$ cat src/rtl/rx_link_ctrl.sv
// rx_link_ctrl: qualifies packets from the UART receiver, buffers good ones in a
// two-entry FIFO for game logic, and resyncs the receiver when the link looks unhealthy.
module rx_link_ctrl #(
   parameter logic [7:0] HDR            = 8'hA5,
   parameter int         TIMEOUT_CYCLES = 13_000_000,
   parameter int         RESYNC_CYCLES  = 1024,
   parameter int         ERR_LIMIT      = 4
) (
   input  logic         clk_in,
   input  logic         rst_in,
   input  logic [161:0] pkt_in,
   input  logic         pkt_ready_in,
   output logic         rx_rst_out,
   output logic [161:0] pkt_out,
   output logic         pkt_valid_out,
   input  logic         pkt_ack_in,
   output logic         link_up_out,
   output logic [7:0]   drop_count_out,
   output logic [7:0]   err_count_out
);

   localparam int TW = $clog2(TIMEOUT_CYCLES + 1);
   localparam int RW = $clog2(RESYNC_CYCLES + 1);
   localparam int EW = $clog2(ERR_LIMIT + 1);
   localparam logic [TW-1:0] TIMEOUT_LAST = TW'(TIMEOUT_CYCLES - 1);
   localparam logic [RW-1:0] RESYNC_LAST  = RW'(RESYNC_CYCLES - 1);
   localparam logic [EW-1:0] ERR_MAX      = EW'(ERR_LIMIT);

   typedef enum logic [1:0] {
      LINK_DOWN = 2'd0,
      LINK_UP   = 2'd1,
      RESYNC    = 2'd2
   } state_t;

   state_t        state, state_next;
   logic [TW-1:0] timeout_cnt, timeout_next;
   logic [RW-1:0] resync_cnt, resync_next;
   logic [EW-1:0] consec_err, consec_next;
   logic [161:0]  head, tail;
   logic [1:0]    count;
   logic          link_up;
   logic [7:0]    drop_cnt, err_cnt;

   logic strobe, good, bad, pop, push, drop;

   // Strobes are ignored entirely while the receiver is being reset.
   assign strobe = pkt_ready_in && (state != RESYNC);
   assign good   = strobe && (pkt_in[161:154] == HDR) && ~^pkt_in;
   assign bad    = strobe && !good;
   assign pop    = pkt_ack_in && (count != 2'd0);
   assign push   = good && ((count != 2'd2) || pop);
   assign drop   = good && (count == 2'd2) && !pop;

   always_comb begin
      state_next   = state;
      timeout_next = timeout_cnt;
      resync_next  = resync_cnt;
      consec_next  = consec_err;
      if (good)
         consec_next = '0;
      else if (bad && consec_err != ERR_MAX)
         consec_next = consec_err + 1'b1;
      case (state)
         LINK_DOWN: begin
            timeout_next = '0;
            if (bad && consec_next == ERR_MAX)
               state_next = RESYNC;
            else if (good)
               state_next = LINK_UP;
         end
         LINK_UP: begin
            timeout_next = good ? '0 : timeout_cnt + 1'b1;
            if ((bad && consec_next == ERR_MAX) || (!good && timeout_cnt == TIMEOUT_LAST))
               state_next = RESYNC;
         end
         RESYNC: begin
            if (resync_cnt == RESYNC_LAST)
               state_next = LINK_DOWN;
            else
               resync_next = resync_cnt + 1'b1;
         end
         default: state_next = LINK_DOWN;
      endcase
      // Entering resync starts the hold window with clean health counters.
      if (state_next == RESYNC && state != RESYNC) begin
         timeout_next = '0;
         consec_next  = '0;
         resync_next  = '0;
      end
   end

   always_ff @(posedge clk_in or posedge rst_in) begin
      if (rst_in) begin
         state       <= LINK_DOWN;
         timeout_cnt <= '0;
         resync_cnt  <= '0;
         consec_err  <= '0;
         link_up     <= 1'b0;
      end else begin
         state       <= state_next;
         timeout_cnt <= timeout_next;
         resync_cnt  <= resync_next;
         consec_err  <= consec_next;
         link_up     <= (state_next == LINK_UP);
      end
   end

   // Pop happens before push, so a full FIFO with an ack still takes a new packet.
   always_ff @(posedge clk_in or posedge rst_in) begin
      if (rst_in) begin
         head  <= '0;
         tail  <= '0;
         count <= 2'd0;
      end else begin
         case ({pop, push})
            2'b10: begin
               if (count == 2'd2)
                  head <= tail;
               count <= count - 1'b1;
            end
            2'b01: begin
               if (count == 2'd0)
                  head <= pkt_in;
               else
                  tail <= pkt_in;
               count <= count + 1'b1;
            end
            2'b11: begin
               if (count == 2'd1) begin
                  head <= pkt_in;
               end else begin
                  head <= tail;
                  tail <= pkt_in;
               end
            end
            default: ;
         endcase
      end
   end

   always_ff @(posedge clk_in or posedge rst_in) begin
      if (rst_in) begin
         drop_cnt <= 8'd0;
         err_cnt  <= 8'd0;
      end else begin
         if (drop && drop_cnt != 8'hFF)
            drop_cnt <= drop_cnt + 8'd1;
         if (bad && err_cnt != 8'hFF)
            err_cnt <= err_cnt + 8'd1;
      end
   end

   assign rx_rst_out     = (state == RESYNC);
   assign pkt_out        = head;
   assign pkt_valid_out  = (count != 2'd0);
   assign link_up_out    = link_up;
   assign drop_count_out = drop_cnt;
   assign err_count_out  = err_cnt;

endmodule
$ cat config.mk
export PLATFORM = sky130hd
export DESIGN_NAME = rx_link_ctrl
export DESIGN_NICKNAME = d
export VERILOG_FILES = /design/src/rtl/rx_link_ctrl.sv
export SDC_FILE = /design/constraint.sdc
export NUM_CORES = 1
export LEC_CHECK = 0
export CAP_MARGIN = 10
export CORE_UTILIZATION = 58
export CTS_CLUSTER_DIAMETER = 30
export DETAILED_ROUTE_END_ITERATION = 6
export DONT_BUFFER_PORTS = 1
export PLACE_DENSITY = 0.76
export SETUP_SLACK_MARGIN = 0.2
export SLEW_MARGIN = 20
export SYNTH_ARGS = -nofsm -noshare
export SYNTH_HDL_FRONTEND = slang
export SYNTH_SLANG_ARGS = --single-unit
$ cat constraint.sdc
create_clock -name clk_in -period 12.04 [get_ports clk_in]
set_input_delay 2.408 -clock clk_in [delete_from_list [all_inputs] [get_ports clk_in]]
set_output_delay 2.408 -clock clk_in [all_outputs]
set_load 0.01 [all_outputs]
==> results of run 1 <==
## area by class of cell
class,count,area (µm²)
clock inverter,37,424
timing repair buffer,14,155
tap,402,503
sequential,383,9580
fill,2182,9940
multi-input combinational,913,8160
inverter,135,510
clock buffer,103,2280
## flip-flops by register name, indices dropped and copies added (netlist names), 3 cells and up
signal          count
drop_count_out      8
tail              162
consec_err          3
pkt_out           162
timeout_cnt        24
resync_cnt         11
err_count_out       8
## kinds of logic (layout without fill, tap and decap cells)
logic type / Yosys count / in the layout / synth area share, %
and+or+nand+nor: 169 / 169 / 4.40
DFF: 383 / 383 / 51.4
adders and majority gates: 13 / 13 / 0.873
buffers and inverters: 215 / 289 / 4.90
muxes: 387 / 387 / 24.2
xor gates and xnor gates: 180 / 180 / 8.53
AOI/OAI and AO/OA: 164 / 164 / 5.65
## metal layers
metal / GRT usage, % / vias up / wire length [µm] / share of wire [%]
met5: 0 / - / 0 / 0
met4: 11.0 / 0 / 1410 / 3.2
met3: 10.1 / 85 / 4000 / 9.2
met2: 43.1 / 438 / 21000 / 48
met1: 32.1 / 6022 / 17300 / 40
li1: - / 5277 / - / -
## power by group
part | internal [mW] | switching [mW] | total [mW]
clock | 1.48 | 0.700 | 2.18
combinational | 0.275 | 0.350 | 0.626
sequential | 1.35 | 0.0798 | 1.43
## metrics by stage
stage          total power, mW  hold slack [ns]  utilization [%]  std cells  setup WS (ns)
2_1_floorplan             1.93            0.473                -       1511           4.48
3_3_place_gp              2.06            0.481             59.9       1846           4.59
3_5_place_dp              2.08            0.488             59.9       1846           4.50
4_1_cts                   4.27            0.499             68.4       1986           5.11
5_1_grt                   4.40            0.512             68.5       1987           4.88
6_report                  4.24            0.500             68.5       1987           5.14
## layout by cell type, fill, tap and decap left out, types with 15 or more instances in the layout
cell and instances:
nor3_1 15, nor2_1 41, mux2_4 80, mux2_2 190, xnor2_1 151, xor2_1 28
clkbuf_8 17, clkbuf_16 81, o22ai_1 109, o21ai_0 15, nand2_1 37, mux2i_1 117
inv_1 134, nand3_1 31, dfrtp_1 383
## worst min-delay path by stage
stage	slack, ns	startpoint	endpoint	depth (start not counted)
finish	0.50	tail[142]	tail[142]	1
global route	0.51	tail[26]	tail[26]	1
CTS	0.50	tail[150]	tail[150]	1
detailed placement	0.49	tail[150]	tail[150]	1
global placement	0.48	tail[8]	tail[8]	1
floorplan	0.47	count[0]	count[0]	1
==> results.py, run 1 <==
metrics = {
    "outcome": {
        "status": "complete, no violations",
    },
    "global_route": {
        "grt_max_degree": 183,
        "grt_pass1_wl_mm": 69.1,
        "antenna_found_initial": 1,
        "grt-ovfl-total": 0,
        "grt_pass1_vias": 12600,
        "gr-usage-all-layers_pct": 26.7,
    },
    "yosys": {
        "synthTopCellsByCount": "dfrtp_1, mux2_2, xnor2_1, inv_1, mux2i_1",
        "synth.most_common_cell": "dfrtp_1",
        "synth_top_area_share_pct": 51.4,
        "synth_area_um2": 18600,
        "synth_top_cell_by_area": "dfrtp_1",
        "synth_ff_type": "dfrtp_1",
        "syn_inst": 1511,
        "synth_edf_count": 0,
        "yosys_warnings": 0,
        "syn_nets": 1690,
        "synth.area.top_cells": "dfrtp_1, mux2_2, xnor2_1",
        "async_flop_share_pct": 100,
        "synth_seq_cells": 383,
        "synth_cell_types": 45,
        "synth.avg_cell_area_um2": 12.3,
        "ys_seq_area_share_pct": 51.4,
    },
    "cts": {
        "clk_latency_ns": 0.58,
        "cts_sinks": 383,
        "clk_pin_slew_ns": 0.05,
        "htreeDepth": 3,
        "clock_path_buffers": 3,
        "postCtsSetupBuffers": 0,
        "cts_made_buffers": 79,
        "hold_buffers": 0,
        "cts_root_buf": "clkbuf_16",
        "cts_tree": "yes",
        "post_cts_resized": 0,
    },
    "pwr": {
        "peakVddDrop_uv": 130,
        "power.leakage_nw": 10.9,
        "power_density_nw_per_um2": 196,
    },
    "sta": {
        "rsz0062_at_grt": "no",
        "relSlewSlack_pct": 30.8,
        "hold_violations": 0,
        "worst_pin_slew_ns": 1.04,
        "fmax_mhz": 145,
        "clock_skew_ns": 0.0220,
        "finalSetupTns_ns": 0,
        "period_share_pct": 57.3,
        "slew_viol_final": 0,
        "fin_crit_ns": 6.90,
        "setup_viol": 0,
    },
    "route": {
        "wl_per_cell_um": 22.0,
        "vias_per_cell": 5.95,
        "drt.antenna.violating_nets": 0,
        "firstDrtPassIters": 5,
        "first_iter_violations": 586,
        "drc": 0,
        "wl_mm": 43.7,
        "num_vias": 11800,
    },
    "place": {
        "place_area_um2": 18900,
        "gp_congestion": 0.816,
        "portBuffers": 0,
        "hpwlAfterDp_mm": 27.8,
    },
    "floorplan": {
        "fp.dieH_um": 181,
        "core_um2": 31600,
        "core.rowCount": 65,
        "initial_core_util_pct": 59.0,
        "die_area_um2": 32800,
        "boundaryPins": 347,
        "die_w_um": 181,
    },
    "worst_setup_path": {
        "path_buf_inv": 4,
        "worstSetupStartpoint": "pkt_in[160]",
        "critPathMaxStageDelay_ns": 0.72,
        "critPathTopFamily": "XOR/XNOR gates",
        "worstSetupPathType": "primary input to flip-flop",
        "worstPathMaxFanout": 51,
        "arrival_ns": 7.35,
        "r2r-start": "state[1]",
        "cp_common_cell": "xnor2_1",
        "crit_chain": "inv_1 > ha_1 > xor2_1 > xnor2_1 > xnor2_1 > xnor2_1 > xnor2_1 > xnor3_1 > xnor2_1 > or2_0 > buf_4 > a21o_4 > buf_4 > buf_4 > mux2_2",
        "ff2ff_setup_slack_ns": 7.59,
        "crit_cells": 15,
        "startpoint_type": "primary input",
        "crit_slowest_cell": "a21o_4",
        "crit_end": "pkt_out[110]",
        "end_kind": "flip-flop",
        "cp.required_ns": 12.49,
        "reg2regPathDepth": 11,
        "r2r-end": "pkt_out[110]",
    },
    "final_layout": {
        "areaGrowthSynthToFinish_pct": 16.0,
        "fin_nets": 1705,
        "drive_above_1_share_pct": 26.9,
        "final_cell_area_um2": 21600,
        "diodes": 0,
    },
    "worst_hold_path": {
        "worstHoldPathType": "flip-flop to flip-flop",
    },
    "flow_run": {
        "maxCapViolations": 0,
    },
}
No activity file was read; power rests on OpenSTA's default activity.
==> run 2: changes to the inputs <==
==> constraint.sdc (replaced) <==
create_clock -name clk_in -period 6.22 [get_ports clk_in]
set_input_delay 1.244 -clock clk_in [delete_from_list [all_inputs] [get_ports clk_in]]
set_output_delay 1.244 -clock clk_in [all_outputs]
set_load 0.01 [all_outputs]
==> results.py, run 2 (same netlist as run 1, synthesis figures left out) <==
metrics = {
    "worst_setup_path": {
        "reg2regPathDepth": 13,
        "worstSetupPathType": "primary input to flip-flop",
        "r2r-start": "state[1]",
        "critPathTopFamily": "XOR/XNOR gates",
        "startpoint_type": "primary input",
        "crit_end": "pkt_out[7]",
        "end_kind": "flip-flop",
        "worstPathMaxFanout": 33,
        "arrival_ns": 5.00,
        "crit_cells": 15,
        "worstSetupStartpoint": "pkt_in[158]",
        "crit_chain": "inv_1 > ha_1 > xor2_1 > xnor2_1 > xnor2_1 > xnor2_1 > xnor2_1 > xnor3_1 > xnor2_1 > or2_0 > buf_4 > a21o_4 > buf_12 > buf_4 > mux2i_1",
        "crit_slowest_cell": "a21o_4",
        "path_buf_inv": 4,
        "ff2ff_setup_slack_ns": 2.64,
        "r2r-end": "timeout_cnt[2]",
        "critPathMaxStageDelay_ns": 0.53,
        "cp_common_cell": "xnor2_1",
        "cp.required_ns": 6.69,
    },
    "final_layout": {
        "diodes": 0,
        "areaGrowthSynthToFinish_pct": 17.1,
        "final_cell_mix": "dfrtp_1, mux2_2, xnor2_1, inv_1, mux2i_1",
        "fin_nets": 1715,
        "final_common_cell": "dfrtp_1",
        "drive_above_1_share_pct": 27.3,
        "fillers": 2161,
        "final_cell_area_um2": 21800,
    },
    "floorplan": {
        "fp.dieH_um": 181,
        "boundaryPins": 347,
        "core_um2": 31600,
        "initial_core_util_pct": 59.0,
        "core.rowCount": 65,
        "die_area_um2": 32800,
        "die_w_um": 181,
    },
    "place": {
        "place_area_um2": 19100,
        "portBuffers": 0,
        "gp_congestion": 0.803,
        "hpwlAfterDp_mm": 28.4,
    },
    "sta": {
        "hold_slack_ns": 0.499,
        "fin_crit_ns": 4.53,
        "relSlewSlack_pct": 30.0,
        "clock_skew_ns": 0.0215,
        "rsz0062_at_grt": "no",
        "period_share_pct": 72.9,
        "worst_pin_slew_ns": 1.05,
        "hold_violations": 0,
        "slew_viol_final": 0,
        "fmax_mhz": 221,
        "setup_viol": 0,
    },
    "global_route": {
        "grt_max_degree": 183,
        "top_usage_layer": "met2",
        "grt-ovfl-total": 0,
        "grt.met1_usage_pct": 31.3,
        "gr-usage-all-layers_pct": 27.2,
        "antenna_found_initial": 0,
        "grt_pass1_wl_mm": 70.4,
        "grt_pass1_vias": 12800,
        "gr-usage-met2_pct": 44.5,
        "grt_use_met3_pct": 11.4,
    },
    "pwr": {
        "power_density_nw_per_um2": 383,
        "peakVddDrop_uv": 272,
        "power.leakage_nw": 11.0,
        "totalPowerFinal_mw": 8.36,
    },
    "cts": {
        "cts_root_buf": "clkbuf_16",
        "clock_path_buffers": 3,
        "clk_pin_slew_ns": 0.05,
        "postCtsSetupBuffers": 0,
        "cts_made_buffers": 78,
        "hold_buffers": 0,
        "htreeDepth": 3,
        "cts_sinks": 383,
        "post_cts_resized": 0,
        "clk_latency_ns": 0.58,
        "cts_tree": "yes",
    },
    "route": {
        "drt.antenna.violating_nets": 0,
        "firstDrtPassIters": 5,
        "vias_per_cell": 5.89,
        "first_iter_violations": 677,
        "drc": 0,
        "wl_mm": 43.8,
        "wl_per_cell_um": 21.9,
        "num_vias": 11800,
    },
    "flow_run": {
        "maxCapViolations": 0,
    },
    "outcome": {
        "status": "complete, no violations",
    },
    "worst_hold_path": {
        "worstHoldPathType": "flip-flop to flip-flop",
    },
}
## run 2: changes by cell type in the layout (fill, tap and decap cells not counted), moves of 2 or more
cell	change
clkinv_4	+9
bufinv_16	+8
buf_4	+6
clkbuf_16	-2
clkinvlp_4	-2
clkinv_2	-2
buf_12	+5
clkbuf_8	-11
## run 2: how the worst min path moves through the flow
stage / start / cells past startpoint / to
floorplan: count[0] / 1 / count[0]
detailed placement: tail[124] / 1 / tail[124]
global route: tail[124] / 1 / tail[124]
finish: tail[23] / 1 / tail[23]
global placement: tail[23] / 1 / tail[23]
CTS: tail[149] / 1 / tail[149]
## run 2: metal layers
| metal | routed length (µm) | up-vias |
|---|---|---|
| li1 | - | 5321 |
| met1 | 16700 | 5911 |
| met2 | 21100 | 424 |
| met3 | 4330 | 104 |
| met4 | 1570 | 0 |
| met5 | 0 | - |
## run 2: where the power goes
group	total, mW	leakage, nW	internal, mW	switching, mW
Combinational	1.22	4.37	0.551	0.665
Sequential	2.77	5.29	2.62	0.148
Clock	4.37	1.33	3.01	1.36
## run 2: layout make-up
cell class | count | area [µm²] | area share, %
clock inverters | 48 | 689 | 3.16
inverters | 135 | 510 | 2.34
flip-flops and latches | 383 | 9580 | 43.9
clock buffers | 90 | 2080 | 9.52
well taps | 402 | 503 | 2.30
repair buffers | 25 | 300 | 1.38
multi-input cells | 913 | 8160 | 37.4
## run 2: per-stage QoR
stage          TNS (ns)  util [%]  setup slack, ns  cells
3_5_place_dp          0      60.4             1.14   1858
4_1_cts               0      69.2             1.68   1996
5_1_grt               0      69.2             1.35   1996
2_1_floorplan    -65.87         -           -0.172   1511
6_report              0      69.2             1.69   1996
3_3_place_gp          0      60.4             1.17   1858
==> run 3: changes to the inputs <==
==> constraint.sdc (replaced) <==
create_clock -name clk_in -period 3.9 [get_ports clk_in]
set_input_delay 0.78 -clock clk_in [delete_from_list [all_inputs] [get_ports clk_in]]
set_output_delay 0.78 -clock clk_in [all_outputs]
set_load 0.01 [all_outputs]
==> results.py, run 3 (same netlist as run 1, synthesis figures left out) <==
metrics = {
    "worst_setup_path": {
        "startpoint_type": "primary input",
        "ff2ff_setup_slack_ns": 1.07,
        "crit_chain": "xnor2_1 > xnor2_1 > xnor2_1 > xnor2_1 > xnor2_1 > buf_4 > xnor3_1 > xnor2_2 > or2_0 > buf_4 > a21o_4 > buf_12 > buf_4 > mux2i_1",
        "arrival_ns": 3.87,
        "worstSetupPathType": "primary input to flip-flop",
        "crit_slowest_cell": "xnor2_1",
        "worstSetupStartpoint": "pkt_in[69]",
        "r2r-end": "timeout_cnt[11]",
        "worstPathMaxFanout": 35,
        "r2r-start": "state[0]",
        "critPathMaxStageDelay_ns": 0.34,
        "reg2regPathDepth": 13,
        "cp_common_cell": "xnor2_1",
        "cp.required_ns": 4.37,
        "end_kind": "flip-flop",
    },
    "sta": {
        "hold_violations": 0,
        "worst_pin_slew_ns": 0.997,
        "clock_skew_ns": 0.0278,
        "relSlewSlack_pct": 33.4,
        "period_share_pct": 87.1,
        "rsz0062_at_grt": "no",
        "fin_crit_ns": 3.40,
        "setup_viol": 0,
        "fmax_mhz": 294,
        "slew_viol_final": 0,
        "worst_slack_ns": 0.504,
    },
    "floorplan": {
        "boundaryPins": 347,
        "fp.dieH_um": 181,
        "die_w_um": 181,
        "core_um2": 31600,
        "core.rowCount": 65,
        "die_area_um2": 32800,
        "initial_core_util_pct": 59.0,
    },
    "route": {
        "drc": 0,
        "wl_per_cell_um": 22.5,
        "drt.antenna.violating_nets": 0,
        "first_iter_violations": 649,
        "firstDrtPassIters": 5,
        "wl_mm": 45.9,
        "vias_per_cell": 5.95,
        "num_vias": 12100,
    },
    "global_route": {
        "grt-ovfl-total": 0,
        "gr-usage-all-layers_pct": 28.4,
        "grt_pass1_wl_mm": 73.2,
        "antenna_found_initial": 0,
        "grt_pass1_vias": 13300,
        "grt_max_degree": 82,
    },
    "final_layout": {
        "final_cell_area_um2": 22400,
        "post-route-util_pct": 71.1,
        "diodes": 0,
        "fin_nets": 1752,
        "fin_cells": 2041,
        "areaGrowthSynthToFinish_pct": 20.4,
        "final_common_cell": "dfrtp_1",
        "final_cell_mix": "dfrtp_1, mux2_2, xnor2_1, inv_1, mux2i_1",
        "drive_above_1_share_pct": 29.7,
    },
    "place": {
        "place_area_um2": 19500,
        "hpwlAfterDp_mm": 29.8,
        "portBuffers": 0,
        "dp_worst_setup_slack_ns": 0.00974,
        "dp.cells": 1892,
        "gp_congestion": 0.870,
    },
    "cts": {
        "clock_path_buffers": 3,
        "post_cts_resized": 0,
        "htreeDepth": 3,
        "cts_tree": "yes",
        "postCtsSetupBuffers": 0,
        "clk_pin_slew_ns": 0.05,
        "cts_made_buffers": 81,
        "clk_latency_ns": 0.58,
        "hold_buffers": 0,
        "cts_root_buf": "clkbuf_16",
        "cts_sinks": 383,
    },
    "pwr": {
        "power.leakage_nw": 11.3,
        "peakVddDrop_uv": 515,
        "totalPowerFinal_mw": 14.2,
        "power_density_nw_per_um2": 632,
    },
    "worst_hold_path": {
        "worstHoldPathType": "primary input to asynchronous set/reset pin",
    },
    "flow_run": {
        "maxCapViolations": 0,
    },
    "outcome": {
        "status": "complete, no violations",
    },
}
-- run 3: cell types whose count changed in the layout (fill, tap and decap cells not counted), moves of 4 or more --
| cell | delta |
|---|---|
| buf_12 | +6 |
| buf_4 | +28 |
| clkbuf_8 | +4 |
| clkinv_4 | -6 |
| ha_1 | -4 |
| ha_4 | +4 |
| inv_1 | -4 |
| inv_6 | +8 |
-- run 3: final cells by class --
type | instances | area [µm²]
fill | 2090 | 9130
clock inverter | 50 | 777
timing repair buffer | 59 | 631
clock buffer | 99 | 2190
multi-input combinational | 913 | 8220
sequential | 383 | 9580
inverter | 135 | 520
tap | 402 | 503
-- run 3: how the worst max path moves through the flow --
stage / end / slack (ns) / cells past startpoint
after floorplan: consec_err[0] / -2.03 / 1
after global placement: tail[49] / 0.03 / 11
after detailed placement: tail[49] / 0.01 / 12
after CTS: pkt_out[78] / 0.50 / 14
after global routing: pkt_out[78] / 0.30 / 14
final: pkt_out[78] / 0.50 / 14
-- run 3: where the power goes --
part / leakage, nW / total (mW) / switching (mW) / internal (mW)
Clock: 1.44 / 7.46 / 2.26 / 5.20
Combinational: 4.56 / 2.29 / 1.21 / 1.08
Sequential: 5.29 / 4.42 / 0.244 / 4.18
Total: 11.3 / 14.2 / 3.71 / 10.5
-- run 3: critical path: cells and delay by family --
family	cells	cell delay (ns)
simple gates	1	0.20
mux	1	0.27
buf+inv	4	0.79
xor+xnor	7	1.58
compound gates	1	0.21
-- run 3: through the flow --
stage / hold slack [ns] / setup TNS, ns
after floorplan: 0.473 / -776.72
after global placement: 0.481 / 0
after detailed placement: 0.488 / 0
after CTS: 0.298 / 0
after global routing: 0.325 / 0
final: 0.284 / 0
-- run 3: per-layer routing --
layer	track usage [%]	wire length [µm]
met2	46.3	22600
met4	13.3	1720
met5	0	0
met3	11.5	4480
met1	32.7	17100
